[config.mk]
export PLATFORM = sky130hd
export DESIGN_NAME = shift_rotate_seq
export DESIGN_NICKNAME = d
export VERILOG_FILES = /design/src/rtl/shift_rotate_seq.sv
export SDC_FILE = /design/constraint.sdc
export NUM_CORES = 1
export LEC_CHECK = 0
export ABC_AREA = 1
export BUFFER_PORTS_ARGS = -buffer_cell sky130_fd_sc_hd__buf_2
export CAP_MARGIN = 20
export CORE_MARGIN = 4
export CORE_UTILIZATION = 50
export DETAILED_ROUTE_END_ITERATION = 8
export HOLD_SLACK_MARGIN = 0.06
export PLACE_DENSITY = 0.76
export SETUP_SLACK_MARGIN = 0.02
export SKIP_CTS_REPAIR_TIMING = 1
export SLEW_MARGIN = 20
export SYNTH_ARGS = -nofsm -noshare
export SYNTH_HDL_FRONTEND = slang
export SYNTH_SLANG_ARGS = --single-unit
[constraint.sdc]
create_clock -name clk -period 2.1 [get_ports clk]
set_input_delay 0.315 -clock clk [delete_from_list [all_inputs] [get_ports clk]]
set_output_delay 0.315 -clock clk [all_outputs]
set_load 0.005 [all_outputs]
[src/rtl/shift_rotate_seq.sv]
// Multi-cycle x86-style shift/rotate unit: one bit position per SHIFT cycle,
// with result and FLAGS image registered on entry to DONE.
module shift_rotate_seq #(
    parameter int unsigned WIDTH      = 16,
    parameter int unsigned COUNT_BITS = 5
) (
    input  logic                  clk,
    input  logic                  reset,
    input  logic                  start,
    input  logic [2:0]            op,
    input  logic                  is_8_bit,
    input  logic [WIDTH-1:0]      a,
    input  logic [COUNT_BITS-1:0] count,
    input  logic [15:0]           flags_in,
    output logic                  busy,
    output logic                  done,
    output logic [WIDTH-1:0]      out,
    output logic [15:0]           flags_out
);

    localparam int unsigned CF_BIT = 0;
    localparam int unsigned PF_BIT = 2;
    localparam int unsigned ZF_BIT = 6;
    localparam int unsigned SF_BIT = 7;
    localparam int unsigned OF_BIT = 11;

    localparam logic [2:0] OP_SHL = 3'd0;
    localparam logic [2:0] OP_SHR = 3'd1;
    localparam logic [2:0] OP_SAR = 3'd2;
    localparam logic [2:0] OP_ROL = 3'd3;
    localparam logic [2:0] OP_ROR = 3'd4;
    localparam logic [2:0] OP_RCL = 3'd5;
    localparam logic [2:0] OP_RCR = 3'd6;
    localparam logic [2:0] OP_RSV = 3'd7;

    localparam logic [WIDTH-1:0] MASK_8 = WIDTH'(8'hFF);
    localparam logic [WIDTH-1:0] MSB_8  = WIDTH'(8'h80);
    localparam logic [WIDTH-1:0] MSB_W  = {1'b1, {(WIDTH-1){1'b0}}};

    typedef enum logic [1:0] {
        IDLE  = 2'd0,
        SHIFT = 2'd1,
        DONE  = 2'd2
    } state_t;

    state_t           state_q, state_d;
    logic [WIDTH-1:0] work_q, work_d;
    logic [WIDTH-1:0] out_q, out_d;
    logic [15:0]      flags_lat_q, flags_lat_d;
    logic [15:0]      flags_out_q, flags_out_d;
    logic [2:0]       op_q, op_d;
    logic [4:0]       cnt_q, cnt_d;
    logic             is8_q, is8_d;
    logic             cf_q, cf_d;
    logic             orig_msb_q, orig_msb_d;
    logic             busy_q, busy_d;
    logic             done_q, done_d;

    logic [4:0]       n_c;
    logic [WIDTH-1:0] mask_c, msb_c, shl_c, in_mask_c;
    logic [WIDTH-1:0] step_val;
    logic             step_cf, work_msb, work_lsb;
    logic             res_msb, res_msb2, of_c;
    logic [15:0]      step_flags;

    // Count is taken modulo 32 regardless of the port width.
    if (COUNT_BITS > 5) begin : g_cnt_wide
        logic unused_count_hi;
        assign n_c             = count[4:0];
        assign unused_count_hi = |count[COUNT_BITS-1:5];
    end else begin : g_cnt_narrow
        assign n_c = 5'(count);
    end

    // One-bit step of the working value within the active width.
    always_comb begin : step_logic
        mask_c   = is8_q ? MASK_8 : '1;
        msb_c    = is8_q ? MSB_8 : MSB_W;
        work_msb = |(work_q & msb_c);
        work_lsb = work_q[0];
        shl_c    = (work_q << 1) & mask_c;
        step_val = work_q;
        step_cf  = cf_q;
        case (op_q)
            OP_SHL: begin
                step_val = shl_c;
                step_cf  = work_msb;
            end
            OP_SHR: begin
                step_val = work_q >> 1;
                step_cf  = work_lsb;
            end
            OP_SAR: begin
                step_val = (work_q >> 1) | (work_msb ? msb_c : '0);
                step_cf  = work_lsb;
            end
            OP_ROL: begin
                step_val = shl_c | WIDTH'(work_msb);
                step_cf  = work_msb;
            end
            OP_ROR: begin
                step_val = (work_q >> 1) | (work_lsb ? msb_c : '0);
                step_cf  = work_lsb;
            end
            OP_RCL: begin
                step_val = shl_c | WIDTH'(cf_q);
                step_cf  = work_msb;
            end
            OP_RCR: begin
                step_val = (work_q >> 1) | (cf_q ? msb_c : '0);
                step_cf  = work_lsb;
            end
            default: begin
                step_val = work_q;
                step_cf  = cf_q;
            end
        endcase
    end

    // FLAGS image as it would be if this step were the last one.
    always_comb begin : result_flags
        res_msb  = |(step_val & msb_c);
        res_msb2 = |(step_val & (msb_c >> 1));
        case (op_q)
            OP_SHL, OP_ROL, OP_RCL: of_c = res_msb ^ step_cf;
            OP_SHR:                 of_c = orig_msb_q;
            OP_ROR, OP_RCR:         of_c = res_msb ^ res_msb2;
            default:                of_c = 1'b0;
        endcase
        step_flags         = flags_lat_q;
        step_flags[CF_BIT] = step_cf;
        step_flags[OF_BIT] = of_c;
        if (op_q == OP_SHL || op_q == OP_SHR || op_q == OP_SAR) begin
            step_flags[ZF_BIT] = (step_val == '0);
            step_flags[SF_BIT] = res_msb;
            step_flags[PF_BIT] = ~^step_val[7:0];
        end
    end

    // Next-state and registered-output logic.
    always_comb begin : next_state
        state_d     = state_q;
        work_d      = work_q;
        out_d       = out_q;
        flags_lat_d = flags_lat_q;
        flags_out_d = flags_out_q;
        op_d        = op_q;
        cnt_d       = cnt_q;
        is8_d       = is8_q;
        cf_d        = cf_q;
        orig_msb_d  = orig_msb_q;
        in_mask_c   = is_8_bit ? MASK_8 : '1;

        case (state_q)
            IDLE: begin
                if (start) begin
                    work_d      = a & in_mask_c;
                    op_d        = op;
                    is8_d       = is_8_bit;
                    flags_lat_d = flags_in;
                    cf_d        = flags_in[CF_BIT];
                    orig_msb_d  = is_8_bit ? a[7] : a[WIDTH-1];
                    cnt_d       = n_c;
                    if (n_c == 5'd0 || op == OP_RSV) begin
                        state_d     = DONE;
                        out_d       = a & in_mask_c;
                        flags_out_d = flags_in;
                    end else begin
                        state_d = SHIFT;
                    end
                end
            end
            SHIFT: begin
                work_d = step_val;
                cf_d   = step_cf;
                cnt_d  = cnt_q - 5'd1;
                if (cnt_q == 5'd1) begin
                    state_d     = DONE;
                    out_d       = step_val;
                    flags_out_d = step_flags;
                end
            end
            DONE:    state_d = IDLE;
            default: state_d = IDLE;
        endcase

        busy_d = (state_d == SHIFT);
        done_d = (state_d == DONE);
    end

    always_ff @(posedge clk) begin
        if (reset) begin
            state_q     <= IDLE;
            work_q      <= '0;
            out_q       <= '0;
            flags_lat_q <= '0;
            flags_out_q <= '0;
            op_q        <= '0;
            cnt_q       <= '0;
            is8_q       <= 1'b0;
            cf_q        <= 1'b0;
            orig_msb_q  <= 1'b0;
            busy_q      <= 1'b0;
            done_q      <= 1'b0;
        end else begin
            state_q     <= state_d;
            work_q      <= work_d;
            out_q       <= out_d;
            flags_lat_q <= flags_lat_d;
            flags_out_q <= flags_out_d;
            op_q        <= op_d;
            cnt_q       <= cnt_d;
            is8_q       <= is8_d;
            cf_q        <= cf_d;
            orig_msb_q  <= orig_msb_d;
            busy_q      <= busy_d;
            done_q      <= done_d;
        end
    end

    assign busy      = busy_q;
    assign done      = done_q;
    assign out       = out_q;
    assign flags_out = flags_out_q;

endmodule

==> results of run 1 <==
==> metal layers <==
layer | share of wire | routed length (um) | vias up | global-route usage
met5 | 0 | 0 | - | 0
met4 | 0.024 | 272 | 0 | 0.0794
met3 | 0.050 | 570 | 25 | 0.0328
met2 | 0.49 | 5600 | 133 | 0.424
met1 | 0.44 | 5060 | 1929 | 0.320
li1 | - | - | 2101 | -
==> cell type report <==
| class | count | area, um2 |
|---|---|---|
| Clock buffer | 10 | 128 |
| Clock inverter | 6 | 70.1 |
| Fill cell | 644 | 2420 |
| Inverter | 62 | 238 |
| Multi-Input combinational cell | 402 | 2130 |
| Sequential cell | 77 | 1550 |
| Tap cell | 99 | 124 |
| Timing Repair Buffer | 123 | 747 |
==> worst max-delay path, stage by stage (launching register included) <==
cell and delay [ps]:
sky130_fd_sc_hd__dfxtp_4 380, sky130_fd_sc_hd__inv_1 90, sky130_fd_sc_hd__nand2_1 90, sky130_fd_sc_hd__nand3_2 110, sky130_fd_sc_hd__nand3_4 170, sky130_fd_sc_hd__buf_4 210, sky130_fd_sc_hd__a221oi_4 300, sky130_fd_sc_hd__ha_4 260
sky130_fd_sc_hd__xnor2_2 130, sky130_fd_sc_hd__a21oi_1 130, sky130_fd_sc_hd__o21ai_1 90, sky130_fd_sc_hd__o211ai_1 100, sky130_fd_sc_hd__a21oi_1 80
==> registers in the layout, indices dropped and copies added, names as in the netlist, 2 cells and up <==
| register | flops |
|---|---|
| flags_out | 16 |
| out | 16 |
| work_q | 16 |
| flags_lat_q | 14 |
| cnt_q | 5 |
| op_q | 3 |
| state_q | 2 |
==> through the flow <==
stage / util / TNS, ps / cell area [um2] / std cells / hold slack, ps
finish: 0.673 / -191 / 4990 / 779 / 229
floorplan: - / 0 / 3890 / 574 / 455
CTS: 0.639 / -330 / 4730 / 770 / 222
global route: 0.673 / -582 / 4990 / 779 / 236
detailed placement: 0.612 / -293 / 4540 / 754 / 473
global placement: 0.612 / -77.7 / 4540 / 754 / 456
==> synthesized netlist by cell type (all sizes together), types with 3 or more instances <==
| cell | count | area share |
|---|---|---|
| buf | 7 | 0.011 |
| nor2 | 75 | 0.073 |
| nand3 | 27 | 0.039 |
| o21ai | 93 | 0.12 |
| a221oi | 7 | 0.024 |
| o211ai | 8 | 0.015 |
| a21oi | 42 | 0.054 |
| inv | 62 | 0.060 |
| a31oi | 15 | 0.024 |
| dfxtp | 77 | 0.40 |
| ha | 6 | 0.019 |
| clkbuf | 26 | 0.025 |
| nand4 | 7 | 0.011 |
| nand2 | 114 | 0.11 |
| xnor2 | 3 | 0.0068 |
==> cell families after synthesis <==
logic type,count (synthesis),synth area share
flops,77,0.396
simple gates,225,0.239
xor+xnor,3,0.00676
fa+ha+maj,6,0.0193
buf+inv,95,0.0962
compound gates,168,0.243
==> report_power, final <==
part	switching (W)	leakage [nW]	internal, W	total [W]
Clock	0.000582	0.101	0.000561	0.00114
Combinational	0.000848	1.71	0.000633	0.00148
Sequential	0.000140	0.637	0.00165	0.00179
==> worst max path at each step <==
| stage | from | to | slack [ps] |
|---|---|---|---|
| after global placement | op_q[0] | flags_out[2] | -50 |
| after CTS | op_q[0] | flags_out[2] | -180 |
| final | op_q[1] | flags_out[2] | -140 |
| after global routing | op_q[1] | flags_out[6] | -230 |
| after detailed placement | op_q[0] | flags_out[2] | -170 |
| after floorplan | op_q[2] | flags_out[2] | 70 |
==> out/results.env, run 1 <==
DRV_CAP=0
CTS.REPORTEDPATHS.CLKPINSLEW_PS=90
DIE_AREA_MM2=0.00926
MIN_PERIOD_OVER_PERIOD=1.07
FINALMAXSLEWVIOLATIONS=0
FF2FF_PATH_DEPTH=12
FIRST_ITER_VIOLATIONS=294
SYNTH_WARNINGS=0
MIN-DELAY-PATH-CLASS='in2reg'
HOLD_VIOL=0
LARGEST_NET_DEGREE_AT_THE_START_OF_GLOBAL_ROUTING=45
NUM_ANTENNA_CELLS=0
FIRST_GLOBAL_VIAS=3889
DIEHEIGHT_UM=96.2
WORSTSETUPENDPOINTTYPE='flip-flop'
WORST_PIN_SLEW_PS=454
CRITPATHREQUIREDTIME_PS=2330
SYNTH.DISTINCT_CELLS=29
TRITONCTS='done'
COUNT_OF_FLIP_FLOPS_WITH_A_BUILT_IN_ENABLE_AFTER_SYNTHESIS=0
CTS_MAX_PATH_BUFFERS=2
ROUTABILITY_CONGESTION_ESTIMATE=0.934
HOLD_PATH_STARTPOINT='flags_in[5]'
IO_BUFFER_COUNT=77
TOTAL_POWER_W=0.00441
CTS.SINK_COUNT=77
STARTPOINT_TYPE='flip-flop'
DESIGN.CORE.AREA_MM2=0.00741
FINALCLOCKSKEW_PS=10.3
OVERALL_GLOBAL_ROUTING_USAGE=0.247
RUN_STATUS='complete, but fails checks'
POWER-PER-CELL-AREA_mW_PER_MM2=884
WIRELENGTH_MM=11.5
LAYOUT.CELLS.MOST_COMMON_LIST='107 x sky130_fd_sc_hd__nand2_1, 89 x sky130_fd_sc_hd__o21ai_0, 77 x sky130_fd_sc_hd__buf_2, 74 x sky130_fd_sc_hd__dfxtp_1, 71 x sky130_fd_sc_hd__nor2_1'
MIN_TO='flags_lat_q[5]'
WORSTHOLDPATHCELLS=3
RELSLEWSLACK=0.694
CRITICALPATHCATEGORY='reg2reg'
ROUTEDWLPERCELL_UM=14.8
CLK_LATENCY_PS=350
SYNTH_CELLS=574
SYNTHESIZED_FLOP_AND_LATCH_TOTAL=77
GLOBALROUTE.TOTALOVERFLOW=0
FLOORPLAN.ROWS=31
HPWLAFTERDP_MM=8.25
DRT.ANTENNA.VIOLATING_NETS=0
DETAIL_ROUTE.VIAS_PER_CELL=5.38
PROPORTION_OF_SYNTHESIZED_FLIP_FLOPS_HAVING_ASYNCHRONOUS_SET_OR_RESET=0
SHORTEST_CLOCK_PERIOD_THE_WORST_PATH_ALLOWS_AFTER_LAYOUT_PS=2240
REG2REG_SLACK_PS=-140
POST_ROUTE_CELLS_DRIVE_ABOVE_1_SHARE=0.256
POWER.LEAKAGE_nW=2.45
FLOORPLAN.DIE.WIDTH_UM=96.2
CTS_HTREE_LEVELS=3
WORSTREG2REGSTART='op_q[1]'
DETAILEDROUTE.FIRSTPASSITERATIONCOUNT=7
COUNT_OF_ENDPOINTS_FAILING_SETUP_IN_THE_FINAL_REPORT=2
VDD.IR_DROP.WORST_mV=0.558
WIRE_LENGTH_OF_THE_FIRST_GLOBAL_ROUTING_PASS_MM=18.0
FINAL.SETUP.WORST_SLACK_PS=-140
FLOW.AREA_GROWTH_FROM_SYNTHESIS_PCT=28.2
NETLIST_AREA_MM2=0.00389
DESIGN.PORTCOUNT=78
CLOCK_TREE.ROOT_CELL='sky130_fd_sc_hd__clkbuf_8'
DETAILROUTE.VIA_COUNT=4188
RSZ0062_AT_GRT='yes'
POST_SYNTHESIS_NET_COUNT=624
STARTING_DENSITY=0.525
NUMCTSBUFFERS=9
MAX_CLOCK_FREQ_MHz=446
PATH_MAX_FANOUT=8
FAILED_CHECKS='negative setup slack'
PART_OF_THE_YOSYS_AREA_USED_FOR_SEQUENTIAL_ELEMENTS=0.396
GRT_ANTENNA_BEFORE_REPAIR=0
YS_DOMINANT_REG_CELL='sky130_fd_sc_hd__dfxtp_1'
MOST_COMMON_CELL_AFTER_LAYOUT_FILL_AND_TAPS_ASIDE='sky130_fd_sc_hd__nand2_1'
POST_SYNTH.CELL_AREA_AVG_UM2=6.78
WORST_EP_ARRIVAL_TIME_PS=2470
DPL_WS_PS=-172
FINISH.NET_COUNT=725
R2R-END='flags_out[2]'
ROUTE.DETAILED.DRC=0
No activity file was read; power rests on OpenSTA's default activity.
==> run 2: changes to the inputs <==
--- a/config.mk
+++ b/config.mk
@@ -9,10 +9,11 @@
 export BUFFER_PORTS_ARGS = -buffer_cell sky130_fd_sc_hd__buf_2
 export CAP_MARGIN = 20
 export CORE_MARGIN = 4
-export CORE_UTILIZATION = 50
+export CORE_UTILIZATION = 51
+export CTS_BUF_LIST = sky130_fd_sc_hd__clkbuf_2
 export DETAILED_ROUTE_END_ITERATION = 8
 export HOLD_SLACK_MARGIN = 0.06
-export PLACE_DENSITY = 0.76
+export PLACE_DENSITY = 0.78
 export SETUP_SLACK_MARGIN = 0.02
 export SKIP_CTS_REPAIR_TIMING = 1
 export SLEW_MARGIN = 20
==> run 2 against run 1 <==
Against the previous run:
- the flow still finishes with violations (negative setup slack)
- sequential power barely moved
- core utilization rose by 0.64 points
- final area fell by 0.10%
- non-clock buffer count rose by 15
- routed wire length rose by 4.2%
- critical path depth rose by 4
- global-route usage rose by 1.6 points
- die area fell by 1.8%
- critical endpoint is now flags_out[6]
- largest cell class unchanged
==> out/results.env, run 2 (same netlist as run 1, synthesis figures left out) <==
RUN_STATUS='complete, but fails checks'  # unchanged
FAILED_CHECKS='negative setup slack'  # unchanged
MIN_PERIOD_OVER_PERIOD=1.08  # was 1.07
TRITONCTS='done'  # unchanged
STARTING_DENSITY=0.531  # was 0.525
DETAIL_ROUTE.VIAS_PER_CELL=5.50  # was 5.38
PATH_MAX_FANOUT=6  # was 8
DETAILROUTE.VIA_COUNT=4367  # was 4188
IO_BUFFER_COUNT=77  # unchanged
FLOORPLAN.ROWS=31  # unchanged
MOST_COMMON_CELL_AFTER_LAYOUT_FILL_AND_TAPS_ASIDE='sky130_fd_sc_hd__nand2_1'  # unchanged
CTS_MAX_PATH_BUFFERS=2  # unchanged
POWER.LEAKAGE_nW=2.45  # about the same
DIE_AREA_MM2=0.00909  # was 0.00926 mm2
DETAILEDROUTE.FIRSTPASSITERATIONCOUNT=5  # was 7
FIRST_ITER_VIOLATIONS=279  # was 294
GRT_ANTENNA_BEFORE_REPAIR=0  # unchanged
NUMPLACEDINSTANCES=756  # was 754
DESIGN.CORE.AREA_MM2=0.00733  # was 0.00741 mm2
MET3WIRELENGTH_UM=826  # was 570 um
MET2_WIRELENGTH_MM=5.88  # was 5.60 mm
FINALCLOCKSKEW_PS=27.2  # was 10.3 ps
RSZ0062_AT_GRT='yes'  # unchanged
LAYOUT.CELLS.MOST_COMMON_LIST='107 x sky130_fd_sc_hd__nand2_1, 88 x sky130_fd_sc_hd__o21ai_0, 77 x sky130_fd_sc_hd__buf_2, 74 x sky130_fd_sc_hd__dfxtp_1, 72 x sky130_fd_sc_hd__nor2_1'  # was 107 x sky130_fd_sc_hd__nand2_1, 89 x sky130_fd_sc_hd__o21ai_0, 77 x sky130_fd_sc_hd__buf_2, 74 x sky130_fd_sc_hd__dfxtp_1, 71 x sky130_fd_sc_hd__nor2_1
DIEHEIGHT_UM=95.3  # was 96.2 um
CTS.SINK_COUNT=77  # unchanged
DRT-MET1-WL_MM=4.91  # was 5.06 mm
FINALMAXSLEWVIOLATIONS=0  # unchanged
CLK_LATENCY_PS=550  # was 350 ps
CTS.REPORTEDPATHS.CLKPINSLEW_PS=230  # was 90 ps
DPL-INSTANCE-AREA_MM2=0.00456  # was 0.00454 mm2
WIRELENGTH_MM=12.0  # was 11.5 mm
CRITPATHREQUIREDTIME_PS=2600  # was 2330 ps
WORST_EP_ARRIVAL_TIME_PS=2770  # was 2470 ps
COUNT_OF_ENDPOINTS_FAILING_SETUP_IN_THE_FINAL_REPORT=2  # unchanged
WORSTSETUPENDPOINTTYPE='flip-flop'  # unchanged
STARTPOINT_TYPE='flip-flop'  # unchanged
CTS_HTREE_LEVELS=3  # unchanged
MAX_CLOCK_FREQ_MHz=440  # was 446 MHz
FIRST_GLOBAL_VIAS=3966  # was 3889
DPL_WS_PS=-211  # was -172 ps
ROUTABILITY_CONGESTION_ESTIMATE=0.883  # was 0.934
DESIGN.PORTCOUNT=78  # unchanged
FINAL.SETUP.WORST_SLACK_PS=-172  # was -140 ps
RELSLEWSLACK=0.724  # was 0.694
ROUTEDWLPERCELL_UM=15.1  # was 14.8 um
N_FILL_CELL=658  # was 644
LARGEST_NET_DEGREE_AT_THE_START_OF_GLOBAL_ROUTING=48  # was 45
NUM_ANTENNA_CELLS=0  # unchanged
CLOCK_TREE.ROOT_CELL='sky130_fd_sc_hd__clkbuf_2'  # was sky130_fd_sc_hd__clkbuf_8
CRITICALPATHCATEGORY='reg2reg'  # unchanged
DRT.ANTENNA.VIOLATING_NETS=0  # unchanged
OVERALL_GLOBAL_ROUTING_USAGE=0.263  # was 0.247
SHORTEST_CLOCK_PERIOD_THE_WORST_PATH_ALLOWS_AFTER_LAYOUT_PS=2270  # was 2240 ps
HPWLAFTERDP_MM=8.40  # was 8.25 mm
ROUTE.DETAILED.DRC=0  # unchanged
MIN-DELAY-PATH-CLASS='in2reg'  # unchanged
TOTAL_POWER_W=0.00401  # was 0.00441 W
FLOORPLAN.DIE.WIDTH_UM=95.3  # was 96.2 um
FLOW.AREA_GROWTH_FROM_SYNTHESIS_PCT=28.1  # was 28.2%
HOLD_VIOL=0  # unchanged
VDD.IR_DROP.WORST_mV=0.438  # was 0.558 mV
NUMCTSBUFFERS=9  # unchanged
WIRE_LENGTH_OF_THE_FIRST_GLOBAL_ROUTING_PASS_MM=18.7  # was 18.0 mm
WORST_PIN_SLEW_PS=409  # was 454 ps
FINALNONFILLERCELLS=794  # was 779
FINISH.NET_COUNT=740  # was 725
HIGHEST_LAYER='met4'  # unchanged
DRV_CAP=0  # unchanged
POST_ROUTE_CELLS_DRIVE_ABOVE_1_SHARE=0.246  # was 0.256
GLOBALROUTE.TOTALOVERFLOW=0  # unchanged
FINISH.INSTANCE_AREA_MM2=0.00498  # was 0.00499 mm2
POWER-PER-CELL-AREA_mW_PER_MM2=806  # was 884 mW/mm2
## run 2: where the power goes
group          internal [W]  leakage, nW  switching (W)  total (W)
sequential          0.00165        0.637       0.000139    0.00179
combinational      0.000632         1.75       0.000849    0.00148
clock              0.000170       0.0605       0.000576   0.000746
total               0.00245         2.45        0.00156    0.00401
## run 2: final cells by class
cell class / instances / area [um2] / share of cell area
Sequential cell: 77 / 1550 / 0.312
Multi-Input combinational cell: 402 / 2080 / 0.417
Clock inverter: 6 / 46.3 / 0.00929
Inverter: 62 / 235 / 0.0472
Clock buffer: 10 / 50.0 / 0.0100
Timing Repair Buffer: 138 / 897 / 0.180
Tap cell: 99 / 124 / 0.0249
## run 2: critical path, cell delays in order, from the launching register on
cell	delay, ps
sky130_fd_sc_hd__dfxtp_4	420
sky130_fd_sc_hd__inv_2	100
sky130_fd_sc_hd__nor2_1	80
sky130_fd_sc_hd__inv_2	120
sky130_fd_sc_hd__o21ai_0	100
sky130_fd_sc_hd__a21oi_1	160
sky130_fd_sc_hd__o21ai_0	110
sky130_fd_sc_hd__o21ai_1	130
sky130_fd_sc_hd__ha_2	200
sky130_fd_sc_hd__nand2_1	60
sky130_fd_sc_hd__nor2_1	170
sky130_fd_sc_hd__nand3_1	100
sky130_fd_sc_hd__nor2_1	100
sky130_fd_sc_hd__nand3b_1	100
sky130_fd_sc_hd__o21ai_2	120
sky130_fd_sc_hd__nand2_1	70
sky130_fd_sc_hd__a21oi_2	110
## run 2: worst paths after layout
kind,from,end,slack [ps],depth (start not counted)
worst max-delay path,op_q[2],flags_out[6],-170,16
worst min-delay path,count[1],cnt_q[1],40,3
worst max register to register,op_q[2],flags_out[6],-170,16
worst min register to register,flags_out[11],flags_out[11],490,2
## run 2: routing by layer
| layer | vias up | GRT usage |
|---|---|---|
| met5 | - | 0 |
| met1 | 2034 | 0.337 |
| li1 | 2135 | - |
| met2 | 165 | 0.426 |
| met4 | 0 | 0.121 |
| met3 | 33 | 0.0529 |
## run 2: metrics by stage
stage	hold WS (ps)	utilization	TNS, ps
4_1_cts	-19.7	0.636	-511
2_1_floorplan	455	-	0
5_1_grt	60.0	0.680	-719
3_5_place_dp	470	0.622	-408
6_report	35.6	0.680	-306
3_3_place_gp	454	0.622	-59.7
==> run 3: changes to the inputs <==
--- a/config.mk
+++ b/config.mk
@@ -8,8 +8,10 @@
 export ABC_AREA = 1
 export BUFFER_PORTS_ARGS = -buffer_cell sky130_fd_sc_hd__buf_2
 export CAP_MARGIN = 20
+export CELL_PAD_IN_SITES_DETAIL_PLACEMENT = 1
+export CELL_PAD_IN_SITES_GLOBAL_PLACEMENT = 2
 export CORE_MARGIN = 4
-export CORE_UTILIZATION = 51
+export CORE_UTILIZATION = 28
 export CTS_BUF_LIST = sky130_fd_sc_hd__clkbuf_2
 export DETAILED_ROUTE_END_ITERATION = 8
 export HOLD_SLACK_MARGIN = 0.06
==> run 3 against run 2 <==
Against the previous run:
- the flow still finishes with violations (negative setup slack)
- power up 4.7%
- die area grew 74%
- sequential power about the same
- first-iteration DRC count is 50% lower
- fmax is 0.15% lower
- core utilization down 29 points
==> out/results.env, run 3 (same netlist as run 1, synthesis figures left out) <==
IO_BUFFER_COUNT=77  # unchanged
FLOW.AREA_GROWTH_FROM_SYNTHESIS_PCT=35.4  # was 28.1%
HOLD_VIOL=0  # unchanged
FINAL.SETUP.TNS_PS=-265  # was -306 ps
DRV_CAP=0  # unchanged
DIEHEIGHT_UM=126  # was 95.3 um
WORST_EP_ARRIVAL_TIME_PS=2780  # was 2770 ps
CRITICAL_PATH.SLOWEST_CELL='sky130_fd_sc_hd__dfxtp_4'  # unchanged
GRT_BUSIEST_LAYER='met2'  # unchanged
POST_ROUTE_CELLS_DRIVE_ABOVE_1_SHARE=0.254  # was 0.246
WIRELENGTH_MM=14.5  # was 12.0 mm
WORST_PIN_SLEW_PS=432  # was 409 ps
LAYOUT.CELLS.MOST_COMMON_LIST='106 x sky130_fd_sc_hd__nand2_1, 87 x sky130_fd_sc_hd__o21ai_0, 77 x sky130_fd_sc_hd__buf_2, 74 x sky130_fd_sc_hd__dfxtp_1, 72 x sky130_fd_sc_hd__nor2_1'  # was 107 x sky130_fd_sc_hd__nand2_1, 88 x sky130_fd_sc_hd__o21ai_0, 77 x sky130_fd_sc_hd__buf_2, 74 x sky130_fd_sc_hd__dfxtp_1, 72 x sky130_fd_sc_hd__nor2_1
FINALMAXSLEWVIOLATIONS=0  # unchanged
CTS_MAX_PATH_BUFFERS=2  # unchanged
FAILED_CHECKS='negative setup slack'  # unchanged
RUN_STATUS='complete, but fails checks'  # unchanged
HOLD-WORST-SLACK_PS=75.2  # was 35.6 ps
SLOWEST_STAGE_DELAY_ON_CRITICAL_PATH_PS=470  # was 420 ps
GR-USAGE-MET2=0.300  # was 0.426
MIN-DELAY-PATH-CLASS='in2reg'  # unchanged
CLK_LATENCY_PS=580  # was 550 ps
LARGEST_NET_DEGREE_AT_THE_START_OF_GLOBAL_ROUTING=46  # was 48
TOTAL_POWER_W=0.00420  # was 0.00401 W
ROUTABILITY_CONGESTION_ESTIMATE=0.874  # was 0.883
WORSTHOLDPATHCELLS=5  # was 3
PATH_MAX_FANOUT=7  # was 6
HPWLAFTERDP_MM=10.6  # was 8.40 mm
DESIGN.CORE.AREA_MM2=0.0134  # was 0.00733 mm2
FINISH.NET_COUNT=752  # was 740
MAX_CLOCK_FREQ_MHz=439  # was 440 MHz
CTS.REPORTEDPATHS.CLKPINSLEW_PS=250  # was 230 ps
CLOCK_TREE.ROOT_CELL='sky130_fd_sc_hd__clkbuf_2'  # unchanged
CTS_HTREE_LEVELS=3  # unchanged
WORSTSETUPENDPOINTTYPE='flip-flop'  # unchanged
CRITPATHREQUIREDTIME_PS=2610  # was 2600 ps
ROUTE.DETAILED.DRC=0  # unchanged
WIRE_LENGTH_OF_THE_FIRST_GLOBAL_ROUTING_PASS_MM=22.8  # was 18.7 mm
RELSLEWSLACK=0.712  # was 0.724
NUMCTSBUFFERS=9  # unchanged
GRTUSAGEMET3=0.0373  # was 0.0529
OVERALL_GLOBAL_ROUTING_USAGE=0.177  # was 0.263
ROUTEDWLPERCELL_UM=16.4  # was 15.1 um
CRITICALPATHCATEGORY='reg2reg'  # unchanged
CRITICAL_PATH.CELL_CHAIN='inv_2, nand2_2, nand3_2, nand3_4, inv_1, o21ai_0, o21ai_1, ha_1, xnor2_2, a21oi_1, o21ai_1, o211ai_1, a21oi_1'  # was inv_2, nor2_1, inv_2, o21ai_0, a21oi_1, o21ai_0, o21ai_1, ha_2, nand2_1, nor2_1, nand3_1, nor2_1, nand3b_1, o21ai_2, nand2_1, a21oi_2
COUNT_OF_ENDPOINTS_FAILING_SETUP_IN_THE_FINAL_REPORT=2  # unchanged
GRT_ANTENNA_BEFORE_REPAIR=1  # was 0
SHORTEST_CLOCK_PERIOD_THE_WORST_PATH_ALLOWS_AFTER_LAYOUT_PS=2280  # was 2270 ps
STARTPOINT_TYPE='flip-flop'  # unchanged
FINISH.UTILIZATION=0.393  # was 0.680
FIRST_GLOBAL_VIAS=4457  # was 3966
RSZ0062_AT_GRT='yes'  # unchanged
FINALCLOCKSKEW_PS=37.9  # was 27.2 ps
FINAL.SETUP.WORST_SLACK_PS=-175  # was -172 ps
N_FILL_CELL=1736  # was 658
STARTING_DENSITY=0.290  # was 0.531
DETAILROUTE.VIA_COUNT=4379  # was 4367
DIE_AREA_MM2=0.0158  # was 0.00909 mm2
POWER-PER-CELL-AREA_mW_PER_MM2=798  # was 806 mW/mm2
GLOBALROUTE.TOTALOVERFLOW=0  # unchanged
FIRST_ITER_VIOLATIONS=140  # was 279
REG2REG_SLACK_PS=-180  # was -170 ps
FF2FF_PATH_DEPTH=13  # was 16
CTS.SINK_COUNT=77  # unchanged
DESIGN.PORTCOUNT=78  # unchanged
MIN_PERIOD_OVER_PERIOD=1.08  # about the same
DPL_WS_PS=-321  # was -211 ps
POWER.LEAKAGE_nW=2.55  # was 2.45 nW
TRITONCTS='done'  # unchanged
FLOORPLAN.ROWS=42  # was 31
MOST_COMMON_CELL_AFTER_LAYOUT_FILL_AND_TAPS_ASIDE='sky130_fd_sc_hd__nand2_1'  # unchanged
VDD.IR_DROP.WORST_mV=0.396  # was 0.438 mV
FLOORPLAN.DIE.WIDTH_UM=126  # was 95.3 um
DETAIL_ROUTE.VIAS_PER_CELL=4.96  # was 5.50
DETAILEDROUTE.FIRSTPASSITERATIONCOUNT=4  # was 5
DRT.ANTENNA.VIOLATING_NETS=0  # unchanged
USE_MET1=0.227  # was 0.337
run 3: layout make-up:
type	instances	area [um2]	share of cell area
Antenna cell	1	2.50	0.000475
Clock buffer	9	45.0	0.00855
Clock inverter	6	62.6	0.0119
Inverter	62	238	0.0451
Multi-Input combinational cell	402	2130	0.405
Sequential cell	77	1550	0.295
Tap cell	176	220	0.0418
Timing Repair Buffer	150	1010	0.193
run 3: final timing paths:
path                  from             to
min reg2reg  flags_out[11]  flags_out[11]
max                op_q[1]   flags_out[2]
min                   a[2]      work_q[2]
max reg2reg        op_q[1]   flags_out[2]
run 3: metrics by stage:
step                cells  area, um2
floorplan             574       3890
global placement      838       4710
detailed placement    838       4710
CTS                   853       4820
global route          883       5270
finish                883       5270
run 3: power breakdown:
part           total (W)  leakage, nW  switching [W]  internal, W
registers        0.00180        0.637       0.000152      0.00165
clock network   0.000836       0.0639       0.000567     0.000269
logic            0.00157         1.85       0.000892     0.000676
total            0.00420         2.55        0.00161      0.00259
run 3: critical path: cells and delay by family, from the launching register on:
family,cells,cell delay (ps)
compound gates,6,760
flops,1,470
fa+ha+maj,1,350
simple gates,3,330
xor+xnor,1,180
buf+inv,2,150
run 3: layer usage:
metal | wire length (um) | part of all wire
met1 | 6460 | 0.45
met2 | 7210 | 0.50
met3 | 592 | 0.041
met4 | 229 | 0.016
met5 | 0 | 0
